`src/rtl/hdc_seq_ctrl.sv`:
```
// Sequences HDC train/predict: meters feature beats, waits for set completion, then writes AM row or arg-max scans classes.
// Latency: cmd accept to FEED 1 cycle; set_done to am_we 1 cycle, to res_valid CLS_NUM+1 cycles; control outputs are registered.
// Backpressure: feat_valid bubbles stall the beat counters; res_ready low holds the result; cmd_ready stays low until IDLE.
module hdc_seq_ctrl #(
   parameter int FEAT_NUM = 16,
   parameter int SET_NUM  = 4,
   parameter int CLS_NUM  = 10,
   parameter int CLS_DW   = 4,
   parameter int SIM_W    = 10
) (
   input  logic              clk,
   input  logic              rst,
   input  logic              cmd_valid,
   output logic              cmd_ready,
   input  logic              cmd_op,
   input  logic [CLS_DW-1:0] cmd_label,
   input  logic              feat_valid,
   output logic              feat_ready,
   output logic              smp_en,
   input  logic              set_done,
   output logic              am_we,
   output logic [CLS_DW-1:0] am_waddr,
   output logic [CLS_DW-1:0] sim_idx,
   input  logic [SIM_W-1:0]  sim_val,
   output logic              res_valid,
   input  logic              res_ready,
   output logic [CLS_DW-1:0] res_class,
   output logic [SIM_W-1:0]  res_score,
   output logic              busy,
   output logic              err
);

   localparam int FW = (FEAT_NUM > 1) ? $clog2(FEAT_NUM) : 1;
   localparam int SW = (SET_NUM > 1) ? $clog2(SET_NUM) : 1;
   localparam logic [FW-1:0]     FEAT_LAST = FW'(FEAT_NUM - 1);
   localparam logic [SW-1:0]     SMP_LAST  = SW'(SET_NUM - 1);
   localparam logic [CLS_DW-1:0] SCAN_LAST = CLS_DW'(CLS_NUM - 1);
   localparam logic [CLS_DW:0]   CLS_LIM   = (CLS_DW + 1)'(CLS_NUM);

   typedef enum logic [2:0] {
      S_IDLE,
      S_FEED,
      S_WAIT,
      S_WRITE,
      S_SCAN,
      S_DONE
   } state_t;

   state_t              state;
   state_t              state_nxt;
   logic                op_q;
   logic [CLS_DW-1:0]   label_q;
   logic                lbl_bad_q;
   logic [FW-1:0]       feat_cnt;
   logic [SW-1:0]       smp_cnt;
   logic [CLS_DW-1:0]   scan_cnt;
   logic [SIM_W-1:0]    best_val;
   logic [CLS_DW-1:0]   best_idx;
   logic                cmd_acc;
   logic                last_beat;
   logic                take;
   logic [SIM_W-1:0]    cand_val;
   logic [CLS_DW-1:0]   cand_idx;

   // Encoder enable is the raw beat handshake so the encoder sees the beat in the same cycle.
   assign smp_en  = feat_valid & feat_ready;
   assign cmd_acc = cmd_valid & cmd_ready;
   // scan_cnt is parked at 0 outside SCAN, so it doubles as the score-select index.
   assign sim_idx = scan_cnt;

   // Next-state decode plus the running arg-max candidate (first cycle loads, later only strictly greater wins).
   always_comb begin
      state_nxt = state;
      last_beat = smp_en && (feat_cnt == FEAT_LAST) && (smp_cnt == SMP_LAST);
      take      = (scan_cnt == '0) || (sim_val > best_val);
      cand_val  = take ? sim_val  : best_val;
      cand_idx  = take ? scan_cnt : best_idx;
      case (state)
         S_IDLE:  if (cmd_acc) state_nxt = S_FEED;
         S_FEED:  if (last_beat) state_nxt = S_WAIT;
         S_WAIT: begin
            if (set_done) begin
               if (op_q)           state_nxt = S_SCAN;
               else if (lbl_bad_q) state_nxt = S_IDLE;
               else                state_nxt = S_WRITE;
            end
         end
         S_WRITE: state_nxt = S_IDLE;
         S_SCAN:  if (scan_cnt == SCAN_LAST) state_nxt = S_DONE;
         S_DONE:  if (res_valid && res_ready) state_nxt = S_IDLE;
         default: state_nxt = S_IDLE;
      endcase
   end

   // State, counters, latched command and registered outputs decoded from the next state.
   always_ff @(posedge clk) begin
      if (rst) begin
         state      <= S_IDLE;
         op_q       <= 1'b0;
         label_q    <= '0;
         lbl_bad_q  <= 1'b0;
         feat_cnt   <= '0;
         smp_cnt    <= '0;
         scan_cnt   <= '0;
         best_val   <= '0;
         best_idx   <= '0;
         cmd_ready  <= 1'b1;
         feat_ready <= 1'b0;
         am_we      <= 1'b0;
         am_waddr   <= '0;
         res_valid  <= 1'b0;
         res_class  <= '0;
         res_score  <= '0;
         busy       <= 1'b0;
         err        <= 1'b0;
      end else begin
         state      <= state_nxt;
         cmd_ready  <= (state_nxt == S_IDLE);
         feat_ready <= (state_nxt == S_FEED);
         busy       <= (state_nxt != S_IDLE);
         am_we      <= (state_nxt == S_WRITE);
         am_waddr   <= (state_nxt == S_WRITE) ? label_q : '0;
         res_valid  <= (state_nxt == S_DONE);

         if (cmd_acc) begin
            op_q    <= cmd_op;
            label_q <= cmd_label;
            if (!cmd_op && ({1'b0, cmd_label} >= CLS_LIM)) begin
               lbl_bad_q <= 1'b1;
               err       <= 1'b1;
            end else begin
               lbl_bad_q <= 1'b0;
            end
         end

         // A set completion while still feeding means the encoder and controller are out of step.
         if ((state == S_FEED) && set_done) err <= 1'b1;

         if (smp_en) begin
            if (feat_cnt == FEAT_LAST) begin
               feat_cnt <= '0;
               smp_cnt  <= (smp_cnt == SMP_LAST) ? '0 : smp_cnt + 1'b1;
            end else begin
               feat_cnt <= feat_cnt + 1'b1;
            end
         end

         if (state == S_SCAN) begin
            best_val <= cand_val;
            best_idx <= cand_idx;
            if (scan_cnt == SCAN_LAST) begin
               scan_cnt  <= '0;
               res_class <= cand_idx;
               res_score <= cand_val;
            end else begin
               scan_cnt <= scan_cnt + 1'b1;
            end
         end
      end
   end

endmodule

```
`config.mk`:
```
export PLATFORM = sky130hd
export DESIGN_NAME = hdc_seq_ctrl
export DESIGN_NICKNAME = d
export VERILOG_FILES = /design/src/rtl/hdc_seq_ctrl.sv
export SDC_FILE = /design/constraint.sdc
export NUM_CORES = 1
export LEC_CHECK = 0
export ABC_AREA = 1
export CORE_MARGIN = 5
export CORE_UTILIZATION = 35
export DETAILED_ROUTE_END_ITERATION = 7
export GPL_ROUTABILITY_DRIVEN = 0
export PLACE_DENSITY = 0.66
export SYNTH_ARGS = -nofsm -noshare
export SYNTH_HDL_FRONTEND = slang
export SYNTH_SLANG_ARGS = --single-unit
```
`constraint.sdc`:
```
create_clock -name clk -period 4 [get_ports clk]
set_clock_uncertainty 0.05 [all_clocks]
set_input_delay 1 -clock clk [delete_from_list [all_inputs] [get_ports clk]]
set_output_delay 1 -clock clk [all_outputs]
set_load 0.02 [all_outputs]
```
# ---- Yosys cells after proc, flatten, opt, wreduce, memory -nomap -nowiden
# Cells that the tools add are included.
# W data, S select, Z words.
dict set report classes {
  n_addsub 3
  multipliers 0
  div_mod_pow 0
  order_cmp 2
  n_eq_ne 10
  shifts 0
  n_mux 17
  bitwise_logic 3
  reduce_logical 17
}
# cell count
set ops {}
lappend ops {{$mux W3} 6}
lappend ops {{$pmux W3 S5} 1}
lappend ops {{$mux W4} 3}
lappend ops {{$gt A10 B10 Y1} 1}
lappend ops {{$mux W10} 1}
lappend ops {{$eq A3 B3 Y1 const B} 3}
lappend ops {{$add A4 B1 Y4 const B} 2}
lappend ops {{$eq A4 B4 Y1 const B} 2}
lappend ops {{$eq A3 B1 Y1 const B} 2}
lappend ops {{$eq A3 B2 Y1 const B} 2}
lappend ops {{$logic_not A3 Y1} 2}
lappend ops {{$reduce_and A2 Y1} 3}
lappend ops {{$logic_and A1 B1 Y1} 5}
lappend ops {{$ge A4 B4 Y1 const B} 1}
lappend ops {{$logic_not A4 Y1} 1}
lappend ops {{$mux W1} 4}
lappend ops {{$mux W2} 2}
lappend ops {{$reduce_bool A2 Y1} 2}
lappend ops {{$reduce_bool A3 Y1} 1}
lappend ops {{$add A2 B1 Y2 const B} 1}
lappend ops {{$and A1 B1 Y1} 2}
lappend ops {{$eq A2 B2 Y1 const B} 1}
lappend ops {{$reduce_or A2 Y1} 1}
lappend ops {{$logic_not A1 Y1} 1}
lappend ops {{other kinds (2)} 2}
dict set report totals {
  reg_bits 57
  latch_bits 0
  ramBits 0
  romBits 0
  in_bits 21
  output_inout_bits 29
  memories 0
}

# ---- Logic depth before layout (Yosys ltp)
# Gate-level depths: netlist (run 1).
dict set report logic_depth {
  ltp_word 8
  ltp_mapped 15
  mapped_depth_nobuf 14
}

# ---- Worst setup path before layout (run 1)
# Ideal clock, no wire load.
dict set report synth_path {
  path_kind {input to output}
  start {input feat_valid}
  end {output smp_en}
  arrival_ns 1.352
  required_ns 2.950
  path_slack_ns 1.598
  stages 2
  path_cell_list {nand2_1 -> inv_1}
}
dict set report synth_between {
  elab_chain_cells 1
}
# item line
set synth_lines {}
lappend synth_lines {{from (decl)} 17} ;# input logic feat_valid,
lappend synth_lines {{$and A1 B1 Y1} 66} ;# assign smp_en = feat_valid & feat_ready;
lappend synth_lines {{to (decl)} 19} ;# output logic smp_en,
# Every way passes these cells.

# ---- Final worst setup path (run 1)
# Ends and elaborated chain as after synthesis.

==> summary.txt, run 1 <==
Run status
  • Outcome: completed

Yosys
  • Post-synthesis instance area: 2840 sq um
  • Net Count, Synth: 408
  • Post-synthesis average cell area: 7.58 sq um
  • Post-synthesis sequential area ratio: 40.2%
  • Number of enable flip-flop cells after synthesis: 0
  • Number of different library cells in the post-synthesis netlist: 34
  • Yosys warning total: 0
  • Asr flop ratio synth: 0%
  • Cells after Synth: 375
  • Flip-flop and latch count after synthesis: 57
  • Commonest register cell after synthesis: sky130_fd_sc_hd__dfxtp_1

STA
  • FMAX: 290 MHz
  • Final worst path period need: 3.44 ns
  • Total Neg Setup Slack: 0 ns
  • Slew Limit Fails: 0
  • Slew at the pin closest to its max-slew limit: 0.392 ns
  • Final setup viols: 0
  • Smallest hold slack: 0.382 ns
  • Unrepaired setup endpoints after global routing: false
  • Relative slew slack: 73.8%
  • Fin. Hold Viols: 0
  • Final worst path period share: 86.1%

Cells and area
  • FILL cells: 796
  • Share of cells above drive strength 1: 11.2%
  • Area Growth Syn to Fin: 26.2%
  • Final cell count without fillers: 532
  • Number of nets in the final layout: 458
  • Antenna Diode Count: 0

Detailed routing
  • Count of routing violations after the opening detailed-route iteration: 70
  • Pre-Repair DR Iteration Count: 4
  • Number of design rule violations left after detail routing: 0
  • Wire length per cell: 11.7 um
  • Total wire length: 6.20 mm
  • Post-DRT Antenna Nets: 0
  • Via count: 2418
  • Drt via density: 4.55

Power and ir drop
  • Maximum ir drop on the vdd rail: 0.204 mV
  • Leakage power summed over all cells: 1.61 nW
  • Overall Power: 0.00123 W
  • Power per unit of standard cell area: 344 nW/um^2

Clock tree
  • Deepest level of the CTS H-tree: 3
  • Clock latency of the later-clocked register in the worst-skew pair: 0.34 ns
  • Number of clock sinks: 57
  • Worst-path clk slew: 0.07 ns
  • CTS root buf: sky130_fd_sc_hd__clkbuf_8
  • Number of buffers inserted to repair setup after CTS: 0
  • Number of buffers on the longest clock path: 2
  • Clock tree from TritonCTS: yes
  • Total CTS buffers: 9
  • Post-cts hold buffer count: 0
  • Post_cts resized: 0

Placement
  • Port bufs: 49
  • Placed cell count: 516
  • Half-perimeter wire length after detailed placement: 4.38 mm

Setup path
  • Sort of element at the start of the critical path: input port
  • Crit-path most repeated cell: sky130_fd_sc_hd__clkdlybuf4s50_1
  • Delay of the slowest critical-path stage: 0.62 ns
  • Worst-path fanout max: 6
  • Crit path kind: in2out
  • Data arrival time of the worst path: 2.39 ns
  • Buffers and inverters on the worst path: 3
  • Critical path capture point type: output port
  • Critical path required time: 2.95 ns
  • Cell family with most CP delay: buffers and inverters
  • Critical-path top delay cell: sky130_fd_sc_hd__clkdlybuf4s50_1
  • Cell-by-cell listing of the critical path: clkdlybuf4s50_1, nand2_1, inv_1, clkdlybuf4s50_1

Global route
  • GRT overflow: 0
  • Global-route wire length before repair: 10.3 mm
  • Pin count of the biggest net entering global routing: 25
  • Via count of the first global-routing pass: 2339
  • Global-route total usage across every layer: 12.8%
  • Antenna violations before repair: 0

Die
  • Chip width: 100 um
  • Placement row count: 32
  • Starting Density: 36.4%
  • Die Footprint: 10000 sq um
  • Number of primary I/O pins: 50
  • Die Span Y: 100 um
  • Area inside the core boundary: 7810 sq um

Min path
  • Type of the most critical hold path: reg2reg

Flow run
  • Count of maximum capacitance violations: 0
-- worst min-delay path: stages, from the launching register on --
cell and delay [ns]:
sky130_fd_sc_hd__dfxtp_1 0.31, sky130_fd_sc_hd__inv_1 0.05, sky130_fd_sc_hd__nor2_1 0.04
-- flip-flops by register name, summed over array words and instances, names as in the netlist --
register	flops
cmd_ready	1
best_idx	4
lbl_bad_q	1
best_val	10
feat_ready	1
op_q	1
busy	1
sim_idx	4
err	1
res_class	4
res_score	10
label_q	4
am_we	1
res_valid	1
state	3
feat_cnt	4
am_waddr	4
smp_cnt	2
-- stage by stage --
step	setup slack [ns]	utilization [%]	instance area (sq um)
after floorplan	1.60	-	2840
after global placement	0.593	43.4	3390
after detailed placement	0.550	43.4	3390
after CTS	0.542	45.9	3590
after global routing	0.500	45.9	3590
final	0.556	45.9	3590
-- Yosys cell counts, types with 2 or more instances --
master,n,area [sq um]
sky130_fd_sc_hd__nand2_1,99,372
sky130_fd_sc_hd__dfxtp_1,57,1140
sky130_fd_sc_hd__inv_1,57,214
sky130_fd_sc_hd__nand3_1,36,180
sky130_fd_sc_hd__a21oi_1,23,115
sky130_fd_sc_hd__nor2_1,20,75.1
sky130_fd_sc_hd__o21ai_0,14,70.1
sky130_fd_sc_hd__ha_1,12,150
sky130_fd_sc_hd__nand2_4,12,135
sky130_fd_sc_hd__nor2_4,5,56.3
sky130_fd_sc_hd__clkbuf_1,4,15.0
sky130_fd_sc_hd__nand3_2,4,40.0
sky130_fd_sc_hd__nor3_1,4,20.0
sky130_fd_sc_hd__xor2_1,3,26.3
sky130_fd_sc_hd__buf_2,2,10.0
sky130_fd_sc_hd__buf_4,2,15.0
sky130_fd_sc_hd__nand2_2,2,12.5
sky130_fd_sc_hd__nand4_1,2,12.5
sky130_fd_sc_hd__nand4_4,2,42.5
-- cell usage in the layout (no fill, tap or decap), types with 2 or more instances in the layout --
cell,instances
sky130_fd_sc_hd__a21oi_1,23
sky130_fd_sc_hd__clkbuf_8,9
sky130_fd_sc_hd__clkdlybuf4s50_1,49
sky130_fd_sc_hd__clkinv_2,2
sky130_fd_sc_hd__clkinvlp_4,3
sky130_fd_sc_hd__dfxtp_1,57
sky130_fd_sc_hd__ha_1,12
sky130_fd_sc_hd__inv_1,57
sky130_fd_sc_hd__nand2_1,99
sky130_fd_sc_hd__nand2_2,2
sky130_fd_sc_hd__nand2_4,12
sky130_fd_sc_hd__nand3_1,36
sky130_fd_sc_hd__nand3_2,4
sky130_fd_sc_hd__nand4_1,2
sky130_fd_sc_hd__nand4_4,2
sky130_fd_sc_hd__nor2_1,20
sky130_fd_sc_hd__nor2_4,5
sky130_fd_sc_hd__nor3_1,4
sky130_fd_sc_hd__o21ai_0,14
sky130_fd_sc_hd__xor2_1,3
-- worst paths after layout --
check	slack, ns	from	cells past startpoint	to
min	0.38	label_q[3]$_SDFFE_PP0P_	2	am_waddr[3]$_SDFF_PP0_
max	0.56	feat_valid	4	smp_en
max reg2reg	1.97	best_val[9]$_SDFFE_PP0P_	12	best_idx[1]$_SDFFE_PP0P_
min reg2reg	0.38	label_q[3]$_SDFFE_PP0P_	2	am_waddr[3]$_SDFF_PP0_
-- logic make-up after synthesis --
family	after synthesis	synth area share, %
XOR/XNOR	3	0.925
AO/OA/AOI/OAI	41	7.66
adder cells (fa/ha/maj)	12	5.28
buffers and inverters	70	10.5
flip-flops	57	40.2
AND/OR/NAND/NOR	192	35.4
-- cell type report --
class / instances / area [sq um] / area share [%]
Timing Repair Buffer: 50 / 498 / 13.9
Inverter: 59 / 224 / 6.24
Sequential cell: 57 / 1140 / 31.8
Clock inverter: 7 / 71.3 / 1.99
Multi-Input combinational cell: 248 / 1400 / 39.1
Tap cell: 102 / 128 / 3.56
Clock buffer: 9 / 124 / 3.45
-- power by group --
part	switching, W	total [W]	internal [W]
registers	0.00000622	0.000586	0.000580
clock network	0.000250	0.000536	0.000286
logic	0.0000635	0.000113	0.0000497
total	0.000320	0.00123	0.000915
-- routing by layer --
layer / part of all wire (%) / vias up / track usage (%)
met3: 8.0 / 10 / 5.00
met1: 46 / 1056 / 15.2
met5: 0 / - / 0
met2: 45 / 66 / 20.9
li1: - / 1286 / -
met4: 1.5 / 0 / 4.77
Note: power is estimated with default switching activity, not from simulation.
==> run 2, diff against run 1 <==
Settings changed: CAP_MARGIN set to 20, SLEW_MARGIN set to 20.
==> results of run 2 <==
No change in the layout: final DEF, timing and power equal those of run 1.
